===== config.mk =====
export PLATFORM = sky130hd
export DESIGN_NAME = sram_sp_access_ctrl
export DESIGN_NICKNAME = d
export VERILOG_FILES = /design/src/rtl/sram_sp_access_ctrl.sv
export SDC_FILE = /design/constraint.sdc
export NUM_CORES = 1
export LEC_CHECK = 0
export CAP_MARGIN = 20
export CORE_MARGIN = 1.5
export CORE_UTILIZATION = 35
export CTS_CLUSTER_SIZE = 25
export DETAILED_ROUTE_END_ITERATION = 6
export PLACE_DENSITY_LB_ADDON = 0.05
export SKIP_CTS_REPAIR_TIMING = 1
export SYNTH_ARGS = -nofsm -noshare
export SYNTH_HDL_FRONTEND = slang
export SYNTH_SLANG_ARGS = --single-unit

===== constraint.sdc =====
create_clock -name clock -period 4.9 [get_ports clock]
set_input_delay 1.47 -clock clock [delete_from_list [all_inputs] [get_ports clock]]
set_output_delay 1.47 -clock clock [all_outputs]
set_load 0.005 [all_outputs]

===== src/rtl/sram_sp_access_ctrl.sv =====
// Single-port SRAM access controller for the predictor tables: clears every set
// after reset, then arbitrates reads and a 1-entry buffered write onto the RW port.
module sram_sp_access_ctrl #(
  parameter int SETS      = 64,
  parameter int WAYS      = 8,
  parameter int DATA_W    = 6,
  parameter int WR_STARVE = 4
) (
  input  logic                 clock,
  input  logic                 reset_n,
  input  logic                 io_rreq_valid,
  output logic                 io_rreq_ready,
  input  logic [$clog2(SETS)-1:0] io_rreq_bits_setIdx,
  output logic                 io_rresp_valid,
  output logic [DATA_W-1:0]    io_rresp_data_0,
  output logic [DATA_W-1:0]    io_rresp_data_1,
  output logic [DATA_W-1:0]    io_rresp_data_2,
  output logic [DATA_W-1:0]    io_rresp_data_3,
  output logic [DATA_W-1:0]    io_rresp_data_4,
  output logic [DATA_W-1:0]    io_rresp_data_5,
  output logic [DATA_W-1:0]    io_rresp_data_6,
  output logic [DATA_W-1:0]    io_rresp_data_7,
  input  logic                 io_wreq_valid,
  output logic                 io_wreq_ready,
  input  logic [$clog2(SETS)-1:0] io_wreq_bits_setIdx,
  input  logic [DATA_W-1:0]    io_wreq_bits_data_0,
  input  logic [DATA_W-1:0]    io_wreq_bits_data_1,
  input  logic [DATA_W-1:0]    io_wreq_bits_data_2,
  input  logic [DATA_W-1:0]    io_wreq_bits_data_3,
  input  logic [DATA_W-1:0]    io_wreq_bits_data_4,
  input  logic [DATA_W-1:0]    io_wreq_bits_data_5,
  input  logic [DATA_W-1:0]    io_wreq_bits_data_6,
  input  logic [DATA_W-1:0]    io_wreq_bits_data_7,
  input  logic [WAYS-1:0]      io_wreq_bits_waymask,
  output logic                 init_done,
  output logic                 sram_rreq_valid,
  output logic [$clog2(SETS)-1:0] sram_rreq_setIdx,
  output logic                 sram_wreq_valid,
  output logic [$clog2(SETS)-1:0] sram_wreq_setIdx,
  output logic [DATA_W-1:0]    sram_wreq_data_0,
  output logic [DATA_W-1:0]    sram_wreq_data_1,
  output logic [DATA_W-1:0]    sram_wreq_data_2,
  output logic [DATA_W-1:0]    sram_wreq_data_3,
  output logic [DATA_W-1:0]    sram_wreq_data_4,
  output logic [DATA_W-1:0]    sram_wreq_data_5,
  output logic [DATA_W-1:0]    sram_wreq_data_6,
  output logic [DATA_W-1:0]    sram_wreq_data_7,
  output logic [WAYS-1:0]      sram_wreq_waymask,
  input  logic [DATA_W-1:0]    sram_rdata_0,
  input  logic [DATA_W-1:0]    sram_rdata_1,
  input  logic [DATA_W-1:0]    sram_rdata_2,
  input  logic [DATA_W-1:0]    sram_rdata_3,
  input  logic [DATA_W-1:0]    sram_rdata_4,
  input  logic [DATA_W-1:0]    sram_rdata_5,
  input  logic [DATA_W-1:0]    sram_rdata_6,
  input  logic [DATA_W-1:0]    sram_rdata_7
);

  localparam int IDX_W = $clog2(SETS);
  localparam int ROW_W = WAYS * DATA_W;

  typedef enum logic {INIT, RUN} state_t;

  state_t            state, state_nxt;
  logic [IDX_W-1:0]  init_cnt;
  logic              init_done_r;

  logic              wb_valid;
  logic [3:0]        starve_cnt;
  logic [IDX_W-1:0]  wb_set_p0;
  logic [ROW_W-1:0]  wb_data_p0;
  logic [WAYS-1:0]   wb_mask_p0;
  logic              rresp_vld_p1;

  logic              run;
  logic              force_wr;
  logic              rd_issue;
  logic              wr_issue;
  logic              wr_accept;
  logic [ROW_W-1:0]  wdata_in;
  logic [ROW_W-1:0]  wdata_out;

  function automatic logic [3:0] sat_inc(input logic [3:0] v);
    return (v >= 4'(WR_STARVE)) ? 4'(WR_STARVE) : v + 4'd1;
  endfunction

  assign wdata_in = {io_wreq_bits_data_7, io_wreq_bits_data_6, io_wreq_bits_data_5,
                     io_wreq_bits_data_4, io_wreq_bits_data_3, io_wreq_bits_data_2,
                     io_wreq_bits_data_1, io_wreq_bits_data_0};

  // A pending write to the set being read must land first, and a starved write
  // steals the port; either way the read stalls for that cycle.
  assign run       = (state == RUN);
  assign force_wr  = wb_valid & ((starve_cnt == 4'(WR_STARVE)) |
                                 (wb_set_p0 == io_rreq_bits_setIdx));
  assign rd_issue  = run & io_rreq_valid & ~force_wr;
  assign wr_issue  = run & wb_valid & ~rd_issue;
  assign wr_accept = io_wreq_valid & io_wreq_ready;

  always_ff @(posedge clock or negedge reset_n) begin
    if (!reset_n) state <= INIT;
    else          state <= state_nxt;
  end

  always_comb begin
    state_nxt = state;
    case (state)
      INIT:    if (init_cnt == IDX_W'(SETS - 1)) state_nxt = RUN;
      RUN:     state_nxt = RUN;
      default: state_nxt = INIT;
    endcase
  end

  always_comb begin
    io_rreq_ready     = 1'b0;
    io_wreq_ready     = 1'b0;
    sram_rreq_valid   = 1'b0;
    sram_wreq_valid   = 1'b0;
    sram_wreq_setIdx  = wb_set_p0;
    sram_wreq_waymask = wb_mask_p0;
    wdata_out         = wb_data_p0;
    case (state)
      INIT: begin
        // Sweep is held off while reset is asserted.
        sram_wreq_valid   = reset_n;
        sram_wreq_setIdx  = init_cnt;
        sram_wreq_waymask = '1;
        wdata_out         = '0;
      end
      RUN: begin
        io_rreq_ready   = ~force_wr;
        io_wreq_ready   = ~wb_valid | wr_issue;
        sram_rreq_valid = rd_issue;
        sram_wreq_valid = wr_issue;
      end
      default: ;
    endcase
  end

  assign sram_rreq_setIdx = io_rreq_bits_setIdx;
  assign sram_wreq_data_0 = wdata_out[0*DATA_W +: DATA_W];
  assign sram_wreq_data_1 = wdata_out[1*DATA_W +: DATA_W];
  assign sram_wreq_data_2 = wdata_out[2*DATA_W +: DATA_W];
  assign sram_wreq_data_3 = wdata_out[3*DATA_W +: DATA_W];
  assign sram_wreq_data_4 = wdata_out[4*DATA_W +: DATA_W];
  assign sram_wreq_data_5 = wdata_out[5*DATA_W +: DATA_W];
  assign sram_wreq_data_6 = wdata_out[6*DATA_W +: DATA_W];
  assign sram_wreq_data_7 = wdata_out[7*DATA_W +: DATA_W];

  // Stage p0: write buffer control and sweep counter
  always_ff @(posedge clock or negedge reset_n) begin
    if (!reset_n) begin
      init_cnt    <= '0;
      init_done_r <= 1'b0;
      wb_valid    <= 1'b0;
      starve_cnt  <= 4'd0;
    end else begin
      if (state == INIT) begin
        init_cnt <= init_cnt + 1'b1;
        if (init_cnt == IDX_W'(SETS - 1)) init_done_r <= 1'b1;
      end
      if (wr_accept)     wb_valid <= 1'b1;
      else if (wr_issue) wb_valid <= 1'b0;
      if (wr_issue || !wb_valid) starve_cnt <= 4'd0;
      else                       starve_cnt <= sat_inc(starve_cnt);
    end
  end

  always_ff @(posedge clock) begin
    if (wr_accept) begin
      wb_set_p0  <= io_wreq_bits_setIdx;
      wb_data_p0 <= wdata_in;
      wb_mask_p0 <= io_wreq_bits_waymask;
    end
  end

  // Stage p1: read response, data comes straight from the wrapper
  always_ff @(posedge clock or negedge reset_n) begin
    if (!reset_n) rresp_vld_p1 <= 1'b0;
    else          rresp_vld_p1 <= rd_issue;
  end

  assign init_done       = init_done_r;
  assign io_rresp_valid  = rresp_vld_p1;
  assign io_rresp_data_0 = sram_rdata_0;
  assign io_rresp_data_1 = sram_rdata_1;
  assign io_rresp_data_2 = sram_rdata_2;
  assign io_rresp_data_3 = sram_rdata_3;
  assign io_rresp_data_4 = sram_rdata_4;
  assign io_rresp_data_5 = sram_rdata_5;
  assign io_rresp_data_6 = sram_rdata_6;
  assign io_rresp_data_7 = sram_rdata_7;

endmodule


; Yosys cells after proc, flatten, opt, wreduce, memory -nomap -nowiden
; Index checks and enable logic that the tools add are counted.
[op_classes]
addsub = 2
n_mux = 13
order_cmp = 1
eq_ne = 3
n_reduce_logical = 4
bitwise_logic = 12
[op_table]
columns = operator, count
row1 = 48-bit two-way mux, 1
row2 = 4-bit two-way mux, 2
row3 = 8-bit two-way mux, 1
row4 = 6-bit by 1-bit adder with 6-bit output (second input constant), 1
row5 = 1-bit bitwise AND, 6
row6 = 6-bit == test, 1
row7 = 6-bit == test (second input constant), 1
row8 = 1-bit two-way mux, 6
row9 = 6-bit two-way mux, 1
row10 = 4-bit by 1-bit adder with 4-bit output (second input constant), 1
row11 = 4-bit by 3-bit == test with 1-bit output (second input constant), 1
row12 = 4-bit by 3-bit greater-or-equal comparator with 1-bit output (second input constant), 1
row13 = 1-bit NOT, 4
row14 = 1-bit case mux with 2 select lines, 2
row15 = 1-bit bitwise OR, 2
row16 = 2-bit AND reduction, 1
row17 = 2-bit nonzero test, 1
row18 = 1-bit logical NOT, 1
row19 = 1-bit logical OR, 1
[totals]
word_cells = 44
input_bits = 120
out_inout_bits = 122
ff_bits = 76

; Depth between registers and ports, before layout
[logic_depth]
word_depth = 11
depth_mapped = 5
mapped_depth_nobuf = 5

; Worst setup path after synthesis
; Ideal clock, no wire load.
[synth_timing]
path_type = in2reg
startpoint = input io_rreq_bits_setIdx[1]
endpoint = register wb_data_p0[0], enable pin
setup_ps = 490
n_path_buf = 0
slack_ps = -479
arrival_ps = 4889
stages = 4
required_time_ps = 4410
cell_sequence = xnor2_1 > nand4_2 > o2111ai_4 > nor2b_1
[synth_via]
elab_chain_cells = 10
[synth_lines]
columns = element, line
row1 = "start, declared", 13  ; input logic [$clog2(SETS)-1:0] io_rreq_bits_setIdx,
row2 = 6-bit == test, 95  ; (wb_set_p0 == io_rreq_bits_setIdx));
row3 = 1-bit bitwise OR, 94  ; assign force_wr = wb_valid & ((starve_cnt == 4'(WR_STARVE)) |
row4 = 1-bit bitwise AND, 94
row5 = 1-bit NOT, 96  ; assign rd_issue = run & io_rreq_valid & ~force_wr;
row6 = 1-bit bitwise AND, 96
row7 = 1-bit NOT, 97  ; assign wr_issue = run & wb_valid & ~rd_issue;
row8 = 1-bit bitwise AND, 97
row9 = 1-bit bitwise OR, 132  ; io_wreq_ready = ~wb_valid | wr_issue;
row10 = 1-bit two-way mux, 122  ; case (state)
row11 = 1-bit bitwise AND, 98  ; assign wr_accept = io_wreq_valid & io_wreq_ready;
row12 = via wr_accept, 79  ; logic wr_accept;
row13 = "end signal, assigned", 172  ; wb_data_p0 <= wdata_in;
row14 = "end, declared", 71  ; logic [ROW_W-1:0] wb_data_p0;
; The timed path passes the listed nets, and every way through them passes these cells.
; A chain may end at the register's enable or synchronous reset.

; Worst setup path in the final report
[layout_timing]
startpoint = input io_rreq_bits_setIdx[1]
endpoint = output io_wreq_ready
[layout_via]
elab_chain_cells = 9
[layout_lines]
columns = element, line
row1 = 6-bit == test, 95
row2 = 1-bit bitwise OR, 94
row3 = 1-bit bitwise AND, 94
row4 = 1-bit NOT, 96
row5 = 1-bit bitwise AND, 96
row6 = 1-bit NOT, 97
row7 = 1-bit bitwise AND, 97
row8 = 1-bit bitwise OR, 132
row9 = 1-bit two-way mux, 122
row10 = "end, declared", 24  ; output logic io_wreq_ready,
; No other way between the ends.

==> flow_summary.json <==
{
  "yosys_most_used_dff": "edfxtp_1",
  "layout.nets": 472,
  "clkLatencyLatePin_ps": 340,
  "min_path_type": "flip-flop to flip-flop",
  "synthCells": 251,
  "final_cell_mix": "clkdlybuf4s50_1, edfxtp_1, and2_1",
  "holdWs_ps": 491,
  "clk_path_buf_depth": 2,
  "start_kind": "primary input",
  "grtUsageTotal_pct": 14.4,
  "dpl_cell_area_um2": 4700,
  "antenna_found_initial": 0,
  "hp-start": "init_cnt[0]",
  "skew_ps": 13.4,
  "hold_end": "init_cnt[0]",
  "synth-seq-cells": 76,
  "post-route-min-period_ps": 4710,
  "die_y_um": 103,
  "cts_tree": "built",
  "grt-ovfl-total": 0,
  "setup-tns-final_ps": 0,
  "core-area_um2": 9680,
  "antenna_cells": 0,
  "viasPerCell": 4.32,
  "holdPathStages": 1,
  "status": "finished, final reports clean",
  "rsz0062_at_grt": "no",
  "r2r-end": "wb_data_p0[47]",
  "hpwl_um": 5100,
  "endpoint_kind": "output pin",
  "io_buffers": 145,
  "htreeDepth": 3,
  "crit_type": "primary input to output pin",
  "cts.sinks": 76,
  "rrSetupSlack_ps": 2530,
  "layout-drive-gt1-share_pct": 9.60,
  "wl_um": 7170,
  "tightest_slew_ps": 544,
  "fp.dieW_um": 103,
  "arrival_ps": 3240,
  "io_pins": 242,
  "cts.clk_slew.worst_paths_ps": 70,
  "synth.avg_cell_area_um2": 13.8,
  "leakagePower_nw": 1.71,
  "async_flop_share_pct": 18.4,
  "cts_buffers": 9,
  "vias": 2106,
  "gp_congestion": 0.700,
  "synth_fp_nets": 374,
  "ir_drop_uv": 155,
  "startpoint": "io_rreq_bits_setIdx[1]",
  "finalHoldViolCount": 0,
  "finalSetupViolCount": 0,
  "grt_pass1_vias": 2288,
  "cap_violations": 0,
  "yosysWarnings": 0,
  "wl_per_cell_um": 14.7,
  "fmax_mhz": 212,
  "grt_max_degree": 49,
  "synth_edf_count": 62,
  "final_common_cell": "clkdlybuf4s50_1",
  "synth_cell_types": 33,
  "worst_slack_ps": 187,
  "syn_to_final_growth_pct": 41.7,
  "grt_pass1_wl_um": 11200,
  "ff2ff_path_depth": 6,
  "slew-limit-headroom_pct": 63.6,
  "place_ws_ps": 145,
  "num_rows": 36,
  "dieArea_um2": 10500,
  "cp_max_fo": 3,
  "syn_area_um2": 3470,
  "first_pass_iters": 4,
  "slew_violations": 0,
  "clock-root-buffer": "clkbuf_8",
  "required_ps": 3430,
  "seq_area_frac_synth_pct": 63.8,
  "drc": 0,
  "initial_core_util_pct": 35.8,
  "powerDensity_nw_per_um2": 263,
  "r2r-start": "wb_set_p0[1]",
  "ant_nets": 0,
  "drtIter0Drc": 69,
  "finalCritPeriodShare_pct": 96.2,
  "stdcell_area_um2": 4910
}
worst max-delay path by stage:
stage,end,slack (ps),cells after the start
final,io_wreq_ready,190,6
after global placement,io_wreq_ready,150,6
after global routing,io_rreq_ready,60,6
after CTS,io_wreq_ready,140,6
after detailed placement,io_wreq_ready,150,6
after floorplan,wb_data_p0[0],700,4
per-layer routing:
layer / track usage [%] / vias up / share of wire [%]
met1: 16.9 / 987 / 40
met5: 0 / - / 0
met2: 21.3 / 105 / 46
met3: 7.39 / 26 / 12
met4: 8.11 / 0 / 2.4
li1: - / 988 / -
cell type report:
class | count | area, um^2
fillers | 897 | 4770
clock inverters | 7 | 91.3
repair buffers | 149 | 1490
well taps | 133 | 166
multi-input cells | 111 | 817
clock buffers | 9 | 124
inverters | 2 | 7.51
flip-flops and latches | 76 | 2210
state kept, by name, summed over array words and instances (netlist names):
signal / count
wb_set_p0: 6
wb_mask_p0: 8
wb_valid: 1
wb_data_p0: 48
run: 1
starve_cnt: 4
init_cnt: 6
io_rresp_valid: 1
init_done: 1
cell families after synthesis:
group                      after synthesis  share of synthesized area (%)
muxes                                    7                           2.24
and+or+nand+nor                         78                           13.9
buffers and inverters                   64                           12.9
AOI/OAI and AO/OA                       11                           3.28
other                                    1                          0.108
adders and majority gates                3                           1.08
DFF                                     76                           63.8
xor gates and xnor gates                11                           2.78
through the flow:
stage	utilization [%]	cells	total power, mW
2_1_floorplan	-	251	0.756
5_1_grt	50.7	487	1.34
6_report	50.7	487	1.29
4_1_cts	50.7	487	1.31
3_5_place_dp	48.5	471	0.789
3_3_place_gp	48.5	471	0.787
critical path, cell delays in order:
cell and delay [ps]:
clkdlybuf4s50_1 440, xnor2_1 220, nand4_2 200, o2111ai_4 230, and2_2 170, clkdlybuf4s50_1 520
synth_stat cells, drive strengths merged (2+ instances only):
master  number  area share [%]
xnor2       10             2.5
dfrtp       14              10
nand2b      11             2.0
clkbuf       5            0.54
buf         57              12
mux2         6             1.9
and2        49             8.9
nor2         3            0.32
inv          2            0.22
nand2        5            0.61
ha           3             1.1
a21oi        4            0.58
edfxtp      62              54
nand3        3            0.43
nor2b        2            0.36
power breakdown:
group          internal (mW)  switching, mW
clock                  0.285          0.232
sequential             0.698       0.000616
combinational         0.0583         0.0164
Note: power is estimated with default switching activity, not from simulation.
